==> src/rtl/sample_threshold_monitor_pkg.sv <==
// Shared definitions for the sample threshold monitor: FSM state encoding,
// event type codes and default configuration values.
package sample_threshold_monitor_pkg;

    typedef enum logic [1:0] {
        ST_BELOW   = 2'd0,
        ST_RISING  = 2'd1,
        ST_ABOVE   = 2'd2,
        ST_FALLING = 2'd3
    } state_e;

    localparam logic EVT_RISE = 1'b1;
    localparam logic EVT_FALL = 1'b0;

    localparam logic [7:0] THR_RESET_DEFAULT = 8'h80;
    localparam int         HOLD_CNT_DEFAULT  = 4;

endpackage

==> src/rtl/sample_threshold_monitor_cmp.sv <==
// 8-bit unsigned greater-or-equal compare that produces the qualify bit
// for each incoming sample.
module sample_ge_cmp (
    input  logic [7:0] sample_i,
    input  logic [7:0] thr_i,
    output logic       ge_o
);

    assign ge_o = (sample_i >= thr_i);

endmodule

==> src/rtl/sample_threshold_monitor.sv <==
// Debounced threshold monitor producing buffered rise/fall events over a
// valid/ready handshake. Defining STM_PEAK_EN adds episode peak tracking.
module sample_threshold_monitor
    import sample_threshold_monitor_pkg::*;
#(
    parameter int         HOLD_CNT  = HOLD_CNT_DEFAULT,
    parameter logic [7:0] THR_RESET = THR_RESET_DEFAULT
) (
    input  logic       CLK,
    input  logic       RST,
    input  logic       THR_LOAD,
    input  logic [7:0] THR_IN,
    input  logic       S_VALID,
    input  logic [7:0] S_DATA,
    output logic       S_READY,
    output logic       EVT_VALID,
    input  logic       EVT_READY,
    output logic       EVT_TYPE,
    output logic [7:0] EVT_SAMPLE,
    output logic [7:0] EVT_PEAK
);

    localparam logic [3:0] HOLD_LIM = HOLD_CNT[3:0];

    state_e     state_q, state_d;
    logic [3:0] cnt_q, cnt_d, cnt_inc;
    logic [7:0] thr_q, thr_d;
    logic       evt_valid_q, evt_valid_d;
    logic       evt_type_q, evt_type_d;
    logic [7:0] evt_sample_q, evt_sample_d;
    logic       accept, q, fire, fire_type;

    sample_ge_cmp u_cmp (
        .sample_i (S_DATA),
        .thr_i    (thr_q),
        .ge_o     (q)
    );

    // Stall new samples only while an event is pending and not being taken.
    assign S_READY = !evt_valid_q || EVT_READY;
    assign accept  = S_VALID && S_READY;
    assign cnt_inc = cnt_q + 4'd1;
    assign thr_d   = THR_LOAD ? THR_IN : thr_q;

    always_comb begin
        state_d   = state_q;
        cnt_d     = cnt_q;
        fire      = 1'b0;
        fire_type = EVT_FALL;
        if (accept) begin
            case (state_q)
                // cnt is always 0 in BELOW/ABOVE, so cnt_inc doubles as the first count.
                ST_BELOW, ST_RISING: begin
                    if (q) begin
                        if (cnt_inc == HOLD_LIM) begin
                            state_d   = ST_ABOVE;
                            cnt_d     = 4'd0;
                            fire      = 1'b1;
                            fire_type = EVT_RISE;
                        end else begin
                            state_d = ST_RISING;
                            cnt_d   = cnt_inc;
                        end
                    end else begin
                        state_d = ST_BELOW;
                        cnt_d   = 4'd0;
                    end
                end
                ST_ABOVE, ST_FALLING: begin
                    if (!q) begin
                        if (cnt_inc == HOLD_LIM) begin
                            state_d   = ST_BELOW;
                            cnt_d     = 4'd0;
                            fire      = 1'b1;
                            fire_type = EVT_FALL;
                        end else begin
                            state_d = ST_FALLING;
                            cnt_d   = cnt_inc;
                        end
                    end else begin
                        state_d = ST_ABOVE;
                        cnt_d   = 4'd0;
                    end
                end
                default: begin
                    state_d = ST_BELOW;
                    cnt_d   = 4'd0;
                end
            endcase
        end
    end

    // A new event loading on the same edge as a consume takes priority.
    always_comb begin
        evt_valid_d  = evt_valid_q;
        evt_type_d   = evt_type_q;
        evt_sample_d = evt_sample_q;
        if (evt_valid_q && EVT_READY) begin
            evt_valid_d = 1'b0;
        end
        if (fire) begin
            evt_valid_d  = 1'b1;
            evt_type_d   = fire_type;
            evt_sample_d = S_DATA;
        end
    end

    always_ff @(posedge CLK) begin
        if (RST) begin
            state_q      <= ST_BELOW;
            cnt_q        <= 4'd0;
            thr_q        <= THR_RESET;
            evt_valid_q  <= 1'b0;
            evt_type_q   <= 1'b0;
            evt_sample_q <= 8'h00;
        end else begin
            state_q      <= state_d;
            cnt_q        <= cnt_d;
            thr_q        <= thr_d;
            evt_valid_q  <= evt_valid_d;
            evt_type_q   <= evt_type_d;
            evt_sample_q <= evt_sample_d;
        end
    end

    assign EVT_VALID  = evt_valid_q;
    assign EVT_TYPE   = evt_type_q;
    assign EVT_SAMPLE = evt_sample_q;

`ifdef STM_PEAK_EN
    logic [7:0] peak_q, peak_d;
    logic [7:0] evt_peak_q, evt_peak_d;

    always_comb begin
        peak_d     = peak_q;
        evt_peak_d = evt_peak_q;
        if (accept) begin
            if (state_q == ST_BELOW) begin
                if (q) begin
                    peak_d = S_DATA;
                end
            end else if (state_d == ST_BELOW) begin
                peak_d = 8'h00;
            end else if (q && (S_DATA > peak_q)) begin
                peak_d = S_DATA;
            end
        end
        // Fall events complete on a non-qualifying sample, so peak_q is final here.
        if (fire && (fire_type == EVT_FALL)) begin
            evt_peak_d = peak_q;
        end
    end

    always_ff @(posedge CLK) begin
        if (RST) begin
            peak_q     <= 8'h00;
            evt_peak_q <= 8'h00;
        end else begin
            peak_q     <= peak_d;
            evt_peak_q <= evt_peak_d;
        end
    end

    assign EVT_PEAK = evt_peak_q;
`else
    assign EVT_PEAK = 8'h00;
`endif

endmodule

==> config.mk <==
export PLATFORM = sky130hd
export DESIGN_NAME = sample_threshold_monitor
export DESIGN_NICKNAME = d
export VERILOG_FILES = /design/src/rtl/sample_threshold_monitor_pkg.sv /design/src/rtl/sample_threshold_monitor_cmp.sv /design/src/rtl/sample_threshold_monitor.sv
export SDC_FILE = /design/constraint.sdc
export NUM_CORES = 1
export LEC_CHECK = 0
export BUFFER_PORTS_ARGS = -buffer_cell sky130_fd_sc_hd__buf_2
export CAP_MARGIN = 20
export CORE_MARGIN = 2
export CORE_UTILIZATION = 50
export DETAILED_ROUTE_END_ITERATION = 7
export PLACE_DENSITY_LB_ADDON = 0.2
export SKIP_LAST_GASP = 1
export SLEW_MARGIN = 20
export SYNTH_ARGS = -nofsm -noshare
export SYNTH_HDL_FRONTEND = slang
export SYNTH_SLANG_ARGS = --single-unit
export TNS_END_PERCENT = 10
==> constraint.sdc <==
create_clock -name CLK -period 2.7 [get_ports CLK]
set_clock_uncertainty 0.15 [all_clocks]
set_input_delay 0.135 -clock CLK [delete_from_list [all_inputs] [get_ports CLK]]
set_output_delay 0.135 -clock CLK [all_outputs]
set_load 0.005 [all_outputs]
==> impl_results.md, run 1 <==
* Worst EP required at 2790 ps
* Die height at 55.0 um
* Die Wd at 55.0 um
* Largest net degree at the start of global routing at 23
* Post_cts resized at 0
* Clock-pin slew on the worst setup and hold paths at 120 ps
* # IOs at 40
* Synth Cell Area at 1300 um2
* Unrepaired setup endpoints after global routing: no
* MaxCap Viol Count at 0
* RR Startpoint: thr_q[0]
* Max Root-Sink Buffers at 2
* Final Slew Violations at 0
* Clock latency on the worst-skew pair at 310 ps
* Setup TNS at 0 ps
* Rel. slew slack at 59.3%
* Cell taking the most area after synthesis: dfxtp_1
* Setup bufs post-CTS at 0
* Part of the power in combinational logic at 20.0%
* Syn avg cell area at 8.92 um2
* Global placer's final weighted congestion at 0.884
* ANT cells at 0
* Std-Cell Rows at 18
* WL per Instance at 12.4 um
* Commonest cells post-synth: dfxtp_1 (23), nand2_1 (23), mux2i_1 (15)
* First-pass GRT wire length at 4.55 mm
* Final Critical Period at 2550 ps
* Max Freq at 392 MHz
* Worst-path fanout max at 8
* Area added between synthesis and finish at 29.1%
* Number of global-route vias before repair at 1109
* Final ANT Viol Nets at 0
* Distinct cells, synth at 37
* Clk sinks at 23
* Register area share after synthesis at 35.4%
* CP Data Arrival Time at 2640 ps
* Final worst slack at 150 ps
* Top post-synthesis cells by area: dfxtp_1 (35%), mux2i_1 (12%), ha_1 (9.6%)
* CTS tree: done
* Lkg Pwr at 0.780 nW
* Primary FF master, synth: dfxtp_1
* Starting density of the core at 52.6%
* Final net count at 229
* Post-Route WL at 2.81 mm
* Psw at 165 uW
* Min-delay worst type: primary input to flip-flop
* R2R Setup Slk at 300 ps
* WHS Path Cells at 3
* Number of synthesized register bits at 23
* Final Hold Fails at 0
* Root Driver: clkbuf_4
* Share of layout cells above drive strength 1 at 20.8%
* R2r endpoint: EVT_SAMPLE[5]
* CTS Hold Bufs at 22
* Sw Share at 25.9%
* Hold Path End: EVT_VALID
* Crit share post-route at 94.5%
* Power Density at 379 nW/um2
* Cts bufs inserted at 3
* Share of the synthesized area in the top cell type at 35.4%
* Total power at 637 uW
* Via count at 1162
* Startpoint Class: primary input
* Syn. warnings at 0
* Int Pwr at 472 uW
* Status: completed
* Clock power frac at 24.3%
* Number of vias per cell at 5.12
* Worst setup path startpoint: S_DATA[0]
* Core footprint at 2480 um2
* Initial antenna violation count at 0
* Worst Hold Launch: EVT_READY
* Worst setup path class: primary input to flip-flop
* Fillers at 207
* Overflow after GRT at 0
* Post-Route Utilization at 67.9%
* # setup viols final at 0
* DRC at 0
* DP Wirelength at 1.99 mm
* CTS H-Tree Depth at 1
* First-pass iteration count of the detailed router at 4
* 1st-iter DRT viols at 25
* Worst setup EP type: flip-flop
* GRT Total Usage at 21.1%
* Peak supply drop at 0.000308 V
* Post-synth EDFFs at 0
* Post-synth ARST share at 0%
* # port buffers at 31
* Worst Max-Slew Pin Slew at 609 ps
* Cells after Synth at 146
* Die area at 3030 um2
* Part of the power in registers at 55.7%
* R2R depth at 6
* Worst slack at placement at 331 ps
-- sequential cells by signal (all words and copies together), names as in the netlist --
signal and flops:
EVT_TYPE 1, EVT_SAMPLE 8, thr_q 8, cnt_q 4, state_q 1, EVT_VALID 1
-- per-layer routing --
layer | GRT usage, % | routed length, um | vias to the layer above
met2 | 39.7 | 1440 | 41
met1 | 22.8 | 1200 | 527
met4 | 5.69 | 35 | 0
met5 | 0 | 0 | -
met3 | 5.91 | 140 | 4
li1 | - | - | 590
-- cell families (layout without fill, tap and decap cells) --
group | count (synthesis) | count (layout) | synth area share [%]
flops | 23 | 23 | 35.4
simple gates | 52 | 52 | 20.1
buf+inv | 23 | 67 | 9.51
compound gates | 22 | 22 | 13.6
other cells | 1 | 8 | 0.288
mux | 15 | 15 | 11.5
fa+ha+maj | 10 | 10 | 9.61
-- per-stage QoR --
| step | hold slack (ps) | cell area (um2) | std cells |
|---|---|---|---|
| floorplan | 54.1 | 1330 | 153 |
| global placement | 219 | 1440 | 201 |
| detailed placement | 226 | 1440 | 201 |
| CTS | 4.19 | 1680 | 227 |
| global route | 21.7 | 1680 | 227 |
| finish | 9.44 | 1680 | 227 |
-- worst max-delay path by stage --
stage                          endpoint  depth (start not counted)
after global placement    EVT_SAMPLE[1]                          6
after floorplan           EVT_SAMPLE[0]                          7
after detailed placement  EVT_SAMPLE[5]                          6
after global routing      EVT_SAMPLE[5]                          9
after CTS                 EVT_SAMPLE[5]                          9
final                     EVT_SAMPLE[5]                          9
-- cell type report --
type                       instances  area (um2)  share of cell area [%]
timing repair buffer              53         375                    22.3
clock buffer                       4        26.3                    1.56
sequential                        23         460                    27.4
inverter                          10        37.5                    2.23
tap                               30        37.5                    2.23
multi-input combinational        107         744                    44.3
-- power groups by stage --
stage / registers [mW] / clock network [mW] / logic (mW)
after detailed placement: 0.362 / 0 / 0.101
after global placement: 0.361 / 0 / 0.0979
after global routing: 0.356 / 0.178 / 0.141
after CTS: 0.354 / 0.161 / 0.126
final: 0.355 / 0.155 / 0.127
after floorplan: 0.360 / 0 / 0.0803
-- layout by cell type (no fill, tap or decap), drive strengths merged, types with 2 or more instances in the layout --
cell type,n
conb,8
clkbuf,4
o211ai,2
nor2,10
inv,10
dfxtp,23
mux2i,15
a21oi,7
ha,10
nand3,3
nand4,4
and2,2
o21a,3
o21ai,3
nand2,23
dlygate4sd3,22
buf,31
nand2b,2
-- critical path, stage by stage --
cell and delay [ps]:
dlygate4sd3_1 520, buf_2 100, inv_1 40, ha_1 280
nand2b_4 150, a2111oi_4 410, o32a_2 280, and3b_1 480
mux2i_1 250
No activity file was read; power rests on OpenSTA's default activity.
==> inputs of run 2 (changes only) <==
- SYNTH_HIERARCHICAL: default -> 1
==> run 2 against run 1 <==
Compared with the run above: non-clock buffer count down 6; core utilization fell by 3.1 points; combinational power fell by 6%; global-route usage up 0.18 points; sequential share of layout area is 1.6 points higher.
==> impl_results.md, run 2 <==
* Global placer's final weighted congestion at 0.804
* Final Critical Period at 2500 ps
* Top post-synthesis cells by area: dfxtp_1 (36%), ha_1 (9.7%), mux2i_1 (5.4%)
* Sw Share at 26.4%
* Final net count at 219
* Peak supply drop at 0.000397 V
* Number of vias per cell at 5.27
* DP Area at 1400 um2
* Primary FF master, synth: dfxtp_1
* Power Density at 398 nW/um2
* MaxCap Viol Count at 0
* RR Startpoint: thr_q[6]
* Clk sinks at 23
* Final Hold Fails at 0
* WHS at 74.2 ps
* DRC at 0
* Initial antenna violation count at 0
* Status: completed
* Share of layout cells above drive strength 1 at 23.0%
* Clock latency on the worst-skew pair at 310 ps
* Startpoint Class: primary input
* R2R Setup Slk at 280 ps
* Syn avg cell area at 8.91 um2
* Cell taking the most area after synthesis: dfxtp_1
* First-pass iteration count of the detailed router at 4
* Number of global-route vias before repair at 1061
* Part of the power in combinational logic at 18.8%
* Min-delay worst type: primary input to flip-flop
* Clock-pin slew on the worst setup and hold paths at 120 ps
* Cts bufs inserted at 3
* Sequential Area at 460 um2
* Most common cell in the netlist: dfxtp_1
* Fillers at 212
* Max Freq at 400 MHz
* R2R depth at 9
* Synth Cell Area at 1290 um2
* Die height at 54.8 um
* Cells after Synth at 145
* Worst EP required at 2790 ps
* CTS H-Tree Depth at 1
* Area added between synthesis and finish at 23.0%
* Share of the synthesized area in the top cell type at 35.6%
* # port buffers at 31
* Final ANT Viol Nets at 0
* Die area at 3010 um2
* Crit share post-route at 92.7%
* Number of synthesized register bits at 23
* # IOs at 40
* DP Wirelength at 1.97 mm
* GRT Total Usage at 21.3%
* Unrepaired setup endpoints after global routing: yes
* Grt met1 use at 26.2%
* WL per Instance at 12.9 um
* Die Wd at 54.8 um
* Post-synth EDFFs at 0
* Max Root-Sink Buffers at 2
* Post-route cell area at 1590 um2
* Lkg Pwr at 0.721 nW
* Std-Cell Rows at 18
* CTS tree: done
* Root Driver: clkbuf_4
* Syn. warnings at 6
* Post-synth ARST share at 0%
* Layer with the highest usage: met2
* Final Slew Violations at 0
* Post-Route WL at 2.80 mm
* R2r endpoint: EVT_SAMPLE[2]
* CP Data Arrival Time at 2590 ps
* Total power at 633 uW
* Commonest non-fill, non-tap cell in the layout: buf_2
* Multi-input logic area at 717 um2
* Critical path endpoint: EVT_SAMPLE[2]
* Met2 GRT Util at 35.9%
* Largest net degree at the start of global routing at 25
* ANT cells at 0
* Psw at 167 uW
* Worst setup path class: primary input to flip-flop
* 1st-iter DRT viols at 12
* Worst setup path startpoint: S_DATA[6]
* M3 GR Usage at 5.46%
* Worst-path fanout max at 11
* Clock power frac at 25.2%
* # setup viols final at 0
* Part of the power in registers at 56.0%
* First-pass GRT wire length at 4.59 mm
* Starting density of the core at 52.7%
* Setup bufs post-CTS at 0
* Int Pwr at 466 uW
* Worst setup EP type: flip-flop
* Register area share after synthesis at 35.6%
* Commonest cells post-synth: dfxtp_1 (23), a21oi_1 (12), ha_1 (10), nor2_1 (10)
* Core footprint at 2450 um2
* Post_cts resized at 0
* Via count at 1143
* Distinct cells, synth at 38
* Overflow after GRT at 0
* Commonest cells after routing, fill and taps aside: buf_2 (31), dfxtp_1 (23), dlygate4sd3_1 (16)
-- run 2: cell type report --
| type | count | share of cell area [%] |
|---|---|---|
| Inverter | 9 | 2.12 |
| Multi-Input combinational cell | 104 | 45.1 |
| Clock buffer | 4 | 1.65 |
| Timing Repair Buffer | 47 | 19.8 |
| Sequential cell | 23 | 29.0 |
| Tap cell | 30 | 2.36 |
-- run 2: kinds of logic (layout without fill, tap and decap cells) --
kind of cell | Yosys count | in the layout | share of synthesized area, %
XOR/XNOR | 1 | 1 | 0.678
multiplexers | 7 | 7 | 5.42
AO/OA/AOI/OAI | 36 | 36 | 18.1
flip-flops | 23 | 23 | 35.6
AND/OR/NAND/NOR | 42 | 42 | 19.3
adder cells (fa/ha/maj) | 10 | 10 | 9.68
other | 1 | 8 | 0.290
buffers and inverters | 25 | 60 | 10.9
-- run 2: worst min-delay path by stage --
stage	cells after the start	to	startpoint	slack (ps)
CTS	2	thr_q[0]	RST	70
detailed placement	2	thr_q[7]	THR_IN[7]	200
global placement	2	thr_q[7]	THR_IN[7]	190
floorplan	1	thr_q[7]	THR_IN[7]	110
finish	2	thr_q[7]	THR_LOAD	70
global route	2	thr_q[7]	THR_LOAD	80
-- run 2: per-stage QoR --
step	setup WS, ps	util, %	instances	setup TNS, ps
floorplan	581	-	152	0
global placement	462	57.2	197	0
detailed placement	341	57.2	197	0
CTS	217	64.8	217	0
global route	-15.1	64.8	217	-15.1
finish	198	64.8	217	0
-- run 2: repair_timing --
action | 4_1_cts | 5_1_grt
endpoints found under the setup margin | 0 | 1
hold buffers | 16 | 0
endpoints found under the hold margin | 16 | 0
-- run 2: layer usage --
layer  part of all wire, %  up-vias  wire [um]
met5                     0        -          0
met2                    50       44       1400
met1                    44      521       1230
met3                   5.5        2        155
li1                      -      576          -
met4                  0.46        0         13
-- run 2: critical path, stage by stage --
cell	delay (ps)
dlygate4sd3_1	530
buf_2	130
ha_1	300
a21o_1	190
a221oi_2	250
o21ai_1	160
xnor2_1	200
nor2_2	360
nand4_1	160
a21oi_1	160
-- run 2: power by group through the flow --
stage | Sequential, mW | Clock [mW] | Combinational (mW)
finish | 0.354 | 0.160 | 0.119
CTS | 0.354 | 0.163 | 0.117
global placement | 0.362 | 0 | 0.0952
global route | 0.356 | 0.178 | 0.135
floorplan | 0.360 | 0 | 0.0814
detailed placement | 0.362 | 0 | 0.0995
